===== config.mk =====
export PLATFORM = sky130hd
export DESIGN_NAME = module_gray_tx
export DESIGN_NICKNAME = d
export VERILOG_FILES = /design/src/rtl/gray_tx_pkg.sv /design/src/rtl/module_gray_tx_bin2gray.sv /design/src/rtl/module_gray_tx.sv
export SDC_FILE = /design/constraint.sdc
export NUM_CORES = 1
export LEC_CHECK = 0
export CAP_MARGIN = 30
export CELL_PAD_IN_SITES_DETAIL_PLACEMENT = 2
export CELL_PAD_IN_SITES_GLOBAL_PLACEMENT = 2
export CORE_ASPECT_RATIO = 0.8
export CORE_MARGIN = 2
export CORE_UTILIZATION = 36
export DETAILED_ROUTE_END_ITERATION = 16
export PLACE_DENSITY_LB_ADDON = 0.08
export RECOVER_POWER = 25
export SYNTH_ARGS = -nofsm -noshare
export SYNTH_HDL_FRONTEND = slang
export SYNTH_HIERARCHICAL = 1
export SYNTH_SLANG_ARGS = --single-unit

===== constraint.sdc =====
create_clock -name clk -period 3.7 [get_ports clk]
set_input_delay 0.925 -clock clk [delete_from_list [all_inputs] [get_ports clk]]
set_output_delay 0.925 -clock clk [all_outputs]
set_load 0.02 [all_outputs]

===== src/rtl/gray_tx_pkg.sv =====
// Shared types, sizing constants and the BCD-to-Gray helper for the Gray digit transmitter.
package gray_tx_pkg;

    localparam int unsigned DIGITS = 4;
    localparam int unsigned DIG_W  = 4;
    localparam int unsigned BCD_W  = DIGITS * DIG_W;

    typedef enum logic [1:0] {
        ST_IDLE = 2'd0,
        ST_SEND = 2'd1,
        ST_GAP  = 2'd2,
        ST_DONE = 2'd3
    } state_t;

    function automatic logic [DIG_W-1:0] bin2gray(input logic [DIG_W-1:0] b);
        return b ^ (b >> 1);
    endfunction

endpackage


===== src/rtl/module_gray_tx_bin2gray.sv =====
// Combinational 4-bit binary-to-Gray encoder.
module module_bin2gray
    import gray_tx_pkg::*;
(
    input  logic [DIG_W-1:0] bin_i,
    output logic [DIG_W-1:0] gray_o
);

    assign gray_o = bin2gray(bin_i);

endmodule


===== src/rtl/module_gray_tx.sv =====
// Sends up to four BCD digits as held Gray codes separated by idle gaps, MS selected digit first.
module module_gray_tx
    import gray_tx_pkg::*;
#(
    parameter int unsigned HOLD_CYCLES = 27000,
    parameter int unsigned GAP_CYCLES  = 2700
) (
    input  logic        clk,
    input  logic        rst,
    input  logic        start,
    input  logic [15:0] bcd_in,
    input  logic [2:0]  num_digits,
    output logic        ag,
    output logic        bg,
    output logic        cg,
    output logic        dg,
    output logic        dig_valid,
    output logic        busy,
    output logic        done,
    output logic        err
);

    localparam int unsigned MAX_CYC = (HOLD_CYCLES > GAP_CYCLES) ? HOLD_CYCLES : GAP_CYCLES;
    localparam int unsigned CNT_W   = $clog2(MAX_CYC) + 1;
    localparam int unsigned REM_W   = $clog2(DIGITS);
    localparam logic [CNT_W-1:0] HOLD_LOAD = CNT_W'(HOLD_CYCLES - 1);
    localparam logic [CNT_W-1:0] GAP_LOAD  = CNT_W'(GAP_CYCLES - 1);

    state_t             state_q, state_d;
    logic [CNT_W-1:0]   cnt_q, cnt_d;
    logic [REM_W-1:0]   rem_q, rem_d;
    logic [BCD_W-1:0]   shift_q, shift_d;
    logic [DIG_W-1:0]   code_q, code_d;
    logic               valid_q, valid_d;
    logic               busy_q, busy_d;
    logic               done_q, done_d;
    logic               err_q, err_d;
    logic               req_ok_c;
    logic [BCD_W-1:0]   aligned_c;
    logic [DIG_W-1:0]   gray_c;

    // Request is legal only with 1..4 digits and every selected digit a valid BCD value
    always_comb begin
        req_ok_c = (num_digits >= 3'd1) && (num_digits <= 3'(DIGITS));
        for (int i = 0; i < int'(DIGITS); i++) begin
            if ((i < int'(num_digits)) && (bcd_in[i*DIG_W +: DIG_W] > 4'd9)) begin
                req_ok_c = 1'b0;
            end
        end
    end

    // Left-align the selected digits so the next one to send is always in the top nibble
    always_comb begin
        case (num_digits)
            3'd1:    aligned_c = {bcd_in[3:0],  12'h000};
            3'd2:    aligned_c = {bcd_in[7:0],  8'h00};
            3'd3:    aligned_c = {bcd_in[11:0], 4'h0};
            default: aligned_c = bcd_in;
        endcase
    end

    // State and output registers
    always_ff @(posedge clk or posedge rst) begin
        if (rst) begin
            state_q <= ST_IDLE;
            cnt_q   <= '0;
            rem_q   <= '0;
            shift_q <= '0;
            code_q  <= '0;
            valid_q <= 1'b0;
            busy_q  <= 1'b0;
            done_q  <= 1'b0;
            err_q   <= 1'b0;
        end else begin
            state_q <= state_d;
            cnt_q   <= cnt_d;
            rem_q   <= rem_d;
            shift_q <= shift_d;
            code_q  <= code_d;
            valid_q <= valid_d;
            busy_q  <= busy_d;
            done_q  <= done_d;
            err_q   <= err_d;
        end
    end

    // Next state; the counter is reloaded on every state entry
    always_comb begin
        state_d = state_q;
        cnt_d   = cnt_q;
        rem_d   = rem_q;
        shift_d = shift_q;
        case (state_q)
            ST_IDLE: begin
                if (start && req_ok_c) begin
                    state_d = ST_SEND;
                    cnt_d   = HOLD_LOAD;
                    rem_d   = REM_W'(num_digits - 3'd1);
                    shift_d = aligned_c;
                end
            end
            ST_SEND: begin
                if (cnt_q == '0) begin
                    state_d = ST_GAP;
                    cnt_d   = GAP_LOAD;
                end else begin
                    cnt_d = cnt_q - CNT_W'(1);
                end
            end
            ST_GAP: begin
                if (cnt_q == '0) begin
                    if (rem_q != '0) begin
                        state_d = ST_SEND;
                        cnt_d   = HOLD_LOAD;
                        rem_d   = rem_q - REM_W'(1);
                        shift_d = shift_q << DIG_W;
                    end else begin
                        state_d = ST_DONE;
                        cnt_d   = '0;
                    end
                end else begin
                    cnt_d = cnt_q - CNT_W'(1);
                end
            end
            ST_DONE: begin
                state_d = ST_IDLE;
            end
            default: begin
                state_d = ST_IDLE;
            end
        endcase
    end

    module_bin2gray u_bin2gray (
        .bin_i  (shift_d[BCD_W-1 -: DIG_W]),
        .gray_o (gray_c)
    );

    // Output values are derived from the upcoming state so they line up with state_q
    always_comb begin
        code_d  = '0;
        valid_d = 1'b0;
        busy_d  = 1'b0;
        done_d  = 1'b0;
        err_d   = 1'b0;
        if (state_d == ST_SEND) begin
            code_d  = gray_c;
            valid_d = 1'b1;
        end
        busy_d = (state_d != ST_IDLE);
        done_d = (state_d == ST_DONE);
        err_d  = (state_q == ST_IDLE) && start && !req_ok_c;
    end

    assign {ag, bg, cg, dg} = code_q;
    assign dig_valid        = valid_q;
    assign busy             = busy_q;
    assign done             = done_q;
    assign err              = err_q;

endmodule


==> results.md, run 1 <==
- Status: finished with violations
- Failing checks: capacitance limit, slew limit
- Die width: 104 um
- List of most frequent post-synthesis cells: dfrtp_1, nor2_1, o21ai_0
- Die area: 0.00867 mm2
- DRT iter0 DRCs: 76
- Worst Setup SP: num_digits[1]
- Rows: 29
- Highest Clock Rate: 0.313 GHz
- Final hold viol count: 0
- YS warnings: 6
- Area leader, netlist: dfrtp_1
- Crit path DAT: 3.40 ns
- Top-count cell post-synth: dfrtp_1
- Startpoint Class: input port
- Hold Startpoint: cnt_q[15]
- GPL Wtd Cong: 0.856
- Register area share after synthesis: 38.5%
- H-tree levels: 2
- CP Capture Type: flip-flop
- Post-synth top flop: dfrtp_1
- Cts hold-fix bufs: 0
- Fin Setup TNS: 0 ns
- CP Max Fanout: 9
- Max IR drop VDD: 0.130 mV
- Via count: 2,539
- RSZ-0062 raised after global routing: no
- Static Leak: 1.44 nW
- Clock root cell: clkbuf_8
- Worst Max-Slew Pin Slew: 1.68 ns
- Library cells used by synthesis: 58
- Synthesized flop and latch total: 44
- Slew margin rel.: -11.9%
- R2R Path Start: cnt_q[0]
- Asr flop ratio synth: 100%
- Period minus WS final: 3.19 ns
- Period utilization: 86.2%
- Crit path kind: in -> reg
- Nets: 362
- Antenna violations before repair: 0
- First-pass GRT wire length: 14,800 um
- DR pass1 iterations: 4
- Non-filler cells in the finished layout: 442
- CTS resizes: 0
- Drt total wl: 8930 um
- Required @ worst endpoint: 3.91 ns
- Largest net degree at the start of global routing: 37
- Cells after Synth: 305
- Clock buffer count from CTS: 5
- Clock Skew: 0.0100 ns
- # setup viols final: 0
- Core area: 0.00780 mm2
- Layout cells sized above 1: 12.6%
- Routed wire per std cell: 20.2 um
- # diodes: 0
- Area growth from synthesis to layout: 18.1%
- Bufs on Longest Clock Path: 2
- Global route overflow: 0
- Drt drc: 0
- Filler cells: 863
- Mapped cell area: 0.00286 mm2
- Post-route ant nets: 0
- GR Util All Layers: 21.5%
- Port bufs: 29
- Final-report max-slew violation count: 37
- Syn_nets: 333
- Synth area leaders: dfrtp_1, mux2_2, a22o_1
- Share of the synthesized area in the top cell type: 38.5%
- Clock latency on the worst-skew pair: 0.30 ns
- Via density: 5.74
- Vias in the first global route: 2,718
- Sink Count: 44
- Max-cap check violation count: 1
- Mapped Avg Cell Area: 9.37 um2
- Hold WC Path Type: reg -> reg
- Detailed Place HPWL: 6840 um
- Height of the die: 83.7 um
- Power Density: 269 mW/mm2
- Post-synth EDFFs: 0
- CTS tree: built
- Clk slew on worst S/H paths: 0.09 ns
- Post-CTS Setup Inserts: 0
- Placed Cells: 435
- # IOs: 30
- Starting Density: 36.6%
-- path summary, 6_finish.rpt --
kind / slack (ns) / end / cells past startpoint
max in group asynchronous: 0.69 / code_q[0] / 3
worst max-delay path: 0.51 / code_q[0] / 8
min in group asynchronous: 1.02 / shift_q[9] / 2
worst max register to register: 0.54 / code_q[2] / 9
worst min-delay path: 0.49 / cnt_q[15] / 1
worst min register to register: 0.49 / cnt_q[15] / 1
-- cells in the final DEF, fill, tap and decap left out, types with 7 or more instances in the layout --
cell	n
o21ai_0	19
buf_4	13
nor3_1	11
mux2i_1	7
a22oi_1	13
inv_1	14
a21oi_1	18
a22o_1	12
nand2_1	9
dfrtp_1	44
nor2_1	19
clkdlybuf4s50_1	28
nor2b_1	11
mux2_2	11
-- cell families after synthesis --
family	Yosys count	share of synthesized area (%)
multiplexers	19	7.31
adder cells (fa/ha/maj)	6	2.63
flip-flops	44	38.5
XOR/XNOR	4	1.23
AO/OA/AOI/OAI	114	28.7
buffers and inverters	35	5.34
AND/OR/NAND/NOR	83	16.2
-- per-stage QoR --
step | hold slack [ns] | setup WS [ns] | power (mW) | utilization (%) | cell area, um2
2_1_floorplan | 0.439 | 0.809 | 0.555 | - | 2860
3_3_place_gp | 0.475 | 0.296 | 0.609 | 42.1 | 3280
3_5_place_dp | 0.473 | 0.232 | 0.613 | 42.3 | 3300
4_1_cts | 0.485 | 0.504 | 0.923 | 43.4 | 3380
5_1_grt | 0.517 | 0.256 | 0.957 | 43.3 | 3370
6_report | 0.491 | 0.510 | 0.908 | 43.3 | 3370
-- critical path, cell delays in order --
cell,delay [ns]
clkdlybuf4s50_1,0.57
o221ai_1,0.35
nand3_1,0.20
or3_1,0.45
a2111oi_0,0.38
a221o_1,0.21
xor2_1,0.14
nor3b_1,0.18
-- sequential cells by signal, summed over array words and instances, names as in the netlist --
| signal | count |
|---|---|
| state_q | 2 |
| done | 1 |
| dig_valid | 1 |
| busy | 1 |
| err | 1 |
| code_q | 4 |
| rem_q | 2 |
| cnt_q | 16 |
| shift_q | 16 |
-- final cells by class --
class	count	area (um2)	area share, %
clock inverters	2	12.5	0.371
repair buffers	43	400	11.9
inverters	14	52.6	1.56
well taps	108	135	4.00
clock buffers	5	68.8	2.04
flip-flops and latches	44	1100	32.6
multi-input cells	226	1600	47.5
-- per-layer routing --
metal,global-route usage [%],part of all wire (%)
met5,0,0
met2,32.4,43
met3,3.43,3.8
met4,3.69,0.46
met1,33.0,52
-- power by group --
part	switching, mW	internal, mW	total [mW]
registers	0.00671	0.486	0.493
logic	0.0583	0.0505	0.109
clock network	0.178	0.128	0.307
total	0.244	0.665	0.908
(Power assumes the default switching activity.)
==> run 2: changes to the inputs <==
--- a/config.mk
+++ b/config.mk
@@ -14,6 +14,7 @@
 export DETAILED_ROUTE_END_ITERATION = 16
 export PLACE_DENSITY_LB_ADDON = 0.08
 export RECOVER_POWER = 25
+export SLEW_MARGIN = 30
 export SYNTH_ARGS = -nofsm -noshare
 export SYNTH_HDL_FRONTEND = slang
 export SYNTH_HIERARCHICAL = 1
==> run 2 against run 1 <==
  * The run still ends with capacitance limit, slew limit left
  * Fmax is 0.39% lower
  * Via count increased by 1.4%
  * Die area is the same
  * Final area increased by 0.85%
  * Count of clock-buffer cells in the layout up 1
  * Setup slack lost 0.012 ns
  * Cell count did not move
  * Wire length is 0.50% higher
  * Non-clock buffer count fell by 1
  * Sequential power barely moved
  * Register-to-register slack better by 0.03 ns
  * Critical path depth unchanged
  * Critical endpoint unchanged
==> results.md, run 2 (same netlist as run 1, synthesis figures left out) <==
- Status: finished with violations
- Failing checks: capacitance limit, slew limit
- Starting Density: 36.6%
- CP Capture Type: flip-flop
- Height of the die: 83.7 um
- Drt drc: 0
- Worst hold stages: 1
- Crit path kind: in -> reg
- Crit path DAT: 3.43 ns
- DRT iter0 DRCs: 90
- Final-report max-slew violation count: 45
- Drt total wl: 8970 um
- Vias in the first global route: 2,731
- Commonest cells after routing, fill and taps aside: dfrtp_1, clkdlybuf4s50_1, o21ai_0, nor2_1, a21oi_1
- Max-cap check violation count: 1
- Max IR drop VDD: 0.178 mV
- # setup viols final: 0
- Reg2reg path depth: 9
- # IOs: 30
- Reg2reg setup slack: 0.57 ns
- Fin Setup TNS: 0 ns
- Largest net degree at the start of global routing: 45
- Static Leak: 1.44 nW
- RSZ-0062 raised after global routing: no
- Clock buffer count from CTS: 5
- Hold Path Sink: cnt_q[15]
- Hold WC Path Type: reg -> reg
- CP Max Fanout: 9
- Bufs on Longest Clock Path: 2
- Required @ worst endpoint: 3.92 ns
- CTS resizes: 0
- Filler cells: 871
- Clock root cell: clkbuf_8
- Post-CTS Setup Inserts: 0
- # diodes: 0
- Commonest non-fill, non-tap cell in the layout: dfrtp_1
- GPL Wtd Cong: 0.856
- Clk slew on worst S/H paths: 0.10 ns
- Cts hold-fix bufs: 0
- Area growth from synthesis to layout: 19.1%
- Startpoint Class: input port
- Rows: 29
- Nets: 361
- Detailed Place HPWL: 6810 um
- Highest Clock Rate: 0.312 GHz
- Period minus WS final: 3.20 ns
- Via count: 2,575
- Clock latency on the worst-skew pair: 0.31 ns
- Clock Skew: 0.0123 ns
- Setup ws final: 0.497 ns
- First-pass GRT wire length: 15,000 um
- Period utilization: 86.6%
- Power Density: 296 mW/mm2
- GR Util All Layers: 21.8%
- Layout cells sized above 1: 13.2%
- Post-route ant nets: 0
- Place WS: 0.229 ns
- Worst Max-Slew Pin Slew: 2.04 ns
- CTS tree: built
- Slew margin rel.: -36.6%
- Final hold viol count: 0
- Sink Count: 44
- Antenna violations before repair: 0
- Routed wire per std cell: 20.3 um
- Core area: 0.00780 mm2
- Via density: 5.83
- Global route overflow: 0
- DR pass1 iterations: 4
- Port bufs: 29
- Top flop regs: cnt_q x16, shift_q x16, code_q x4
- H-tree levels: 2
- Die width: 104 um
- Hold Startpoint: cnt_q[15]
- Die area: 0.00867 mm2
- RR Endpoint: code_q[2]
- R2R Path Start: cnt_q[0]
==> run 2: worst max-delay path: stages <==
cell	delay [ns]
clkdlybuf4s50_1	0.58
o221ai_1	0.35
nand3_1	0.20
or3_1	0.45
a2111oi_0	0.38
a221o_1	0.21
xor2_1	0.14
nor3b_1	0.18
==> run 2: layer usage <==
| layer | GRT usage (%) | vias up | wire [um] |
|---|---|---|---|
| met5 | 0 | - | 0 |
| met4 | 5.90 | 0 | 96 |
| met3 | 3.28 | 8 | 341 |
| met2 | 32.7 | 50 | 3910 |
| met1 | 32.7 | 1299 | 4620 |
| li1 | - | 1218 | - |
==> run 2: worst max-delay path by stage <==
stage,start,to,slack (ns),cells past startpoint
after detailed placement,num_digits[1],code_q[0],0.23,8
after global routing,num_digits[1],code_q[0],0.26,8
final,num_digits[1],code_q[0],0.50,8
after CTS,cnt_q[0],code_q[1],0.51,9
after floorplan,num_digits[1],code_q[1],0.81,9
after global placement,num_digits[1],code_q[0],0.30,8
==> run 2: layout make-up <==
cell class	count	area (um2)	area share [%]
tap	108	135	3.97
clock buffer	6	82.6	2.43
timing repair buffer	42	388	11.4
multi-input combinational	226	1600	47.1
sequential	44	1100	32.4
clock inverter	2	38.8	1.14
inverter	14	53.8	1.58
==> run 2: metrics by stage <==
stage	utilization [%]	cells	area, um2	hold slack, ns	total power [mW]
floorplan	-	305	2860	0.439	0.555
global placement	42.1	434	3280	0.475	0.609
detailed placement	42.1	434	3280	0.472	0.611
CTS	43.6	442	3400	0.488	1.02
global route	43.6	442	3400	0.503	1.05
finish	43.6	442	3400	0.484	1.01
==> run 2: report_power, final <==
| group | switching (mW) | internal, mW |
|---|---|---|
| Sequential | 0.00680 | 0.486 |
| Clock | 0.185 | 0.221 |
| Combinational | 0.0582 | 0.0497 |
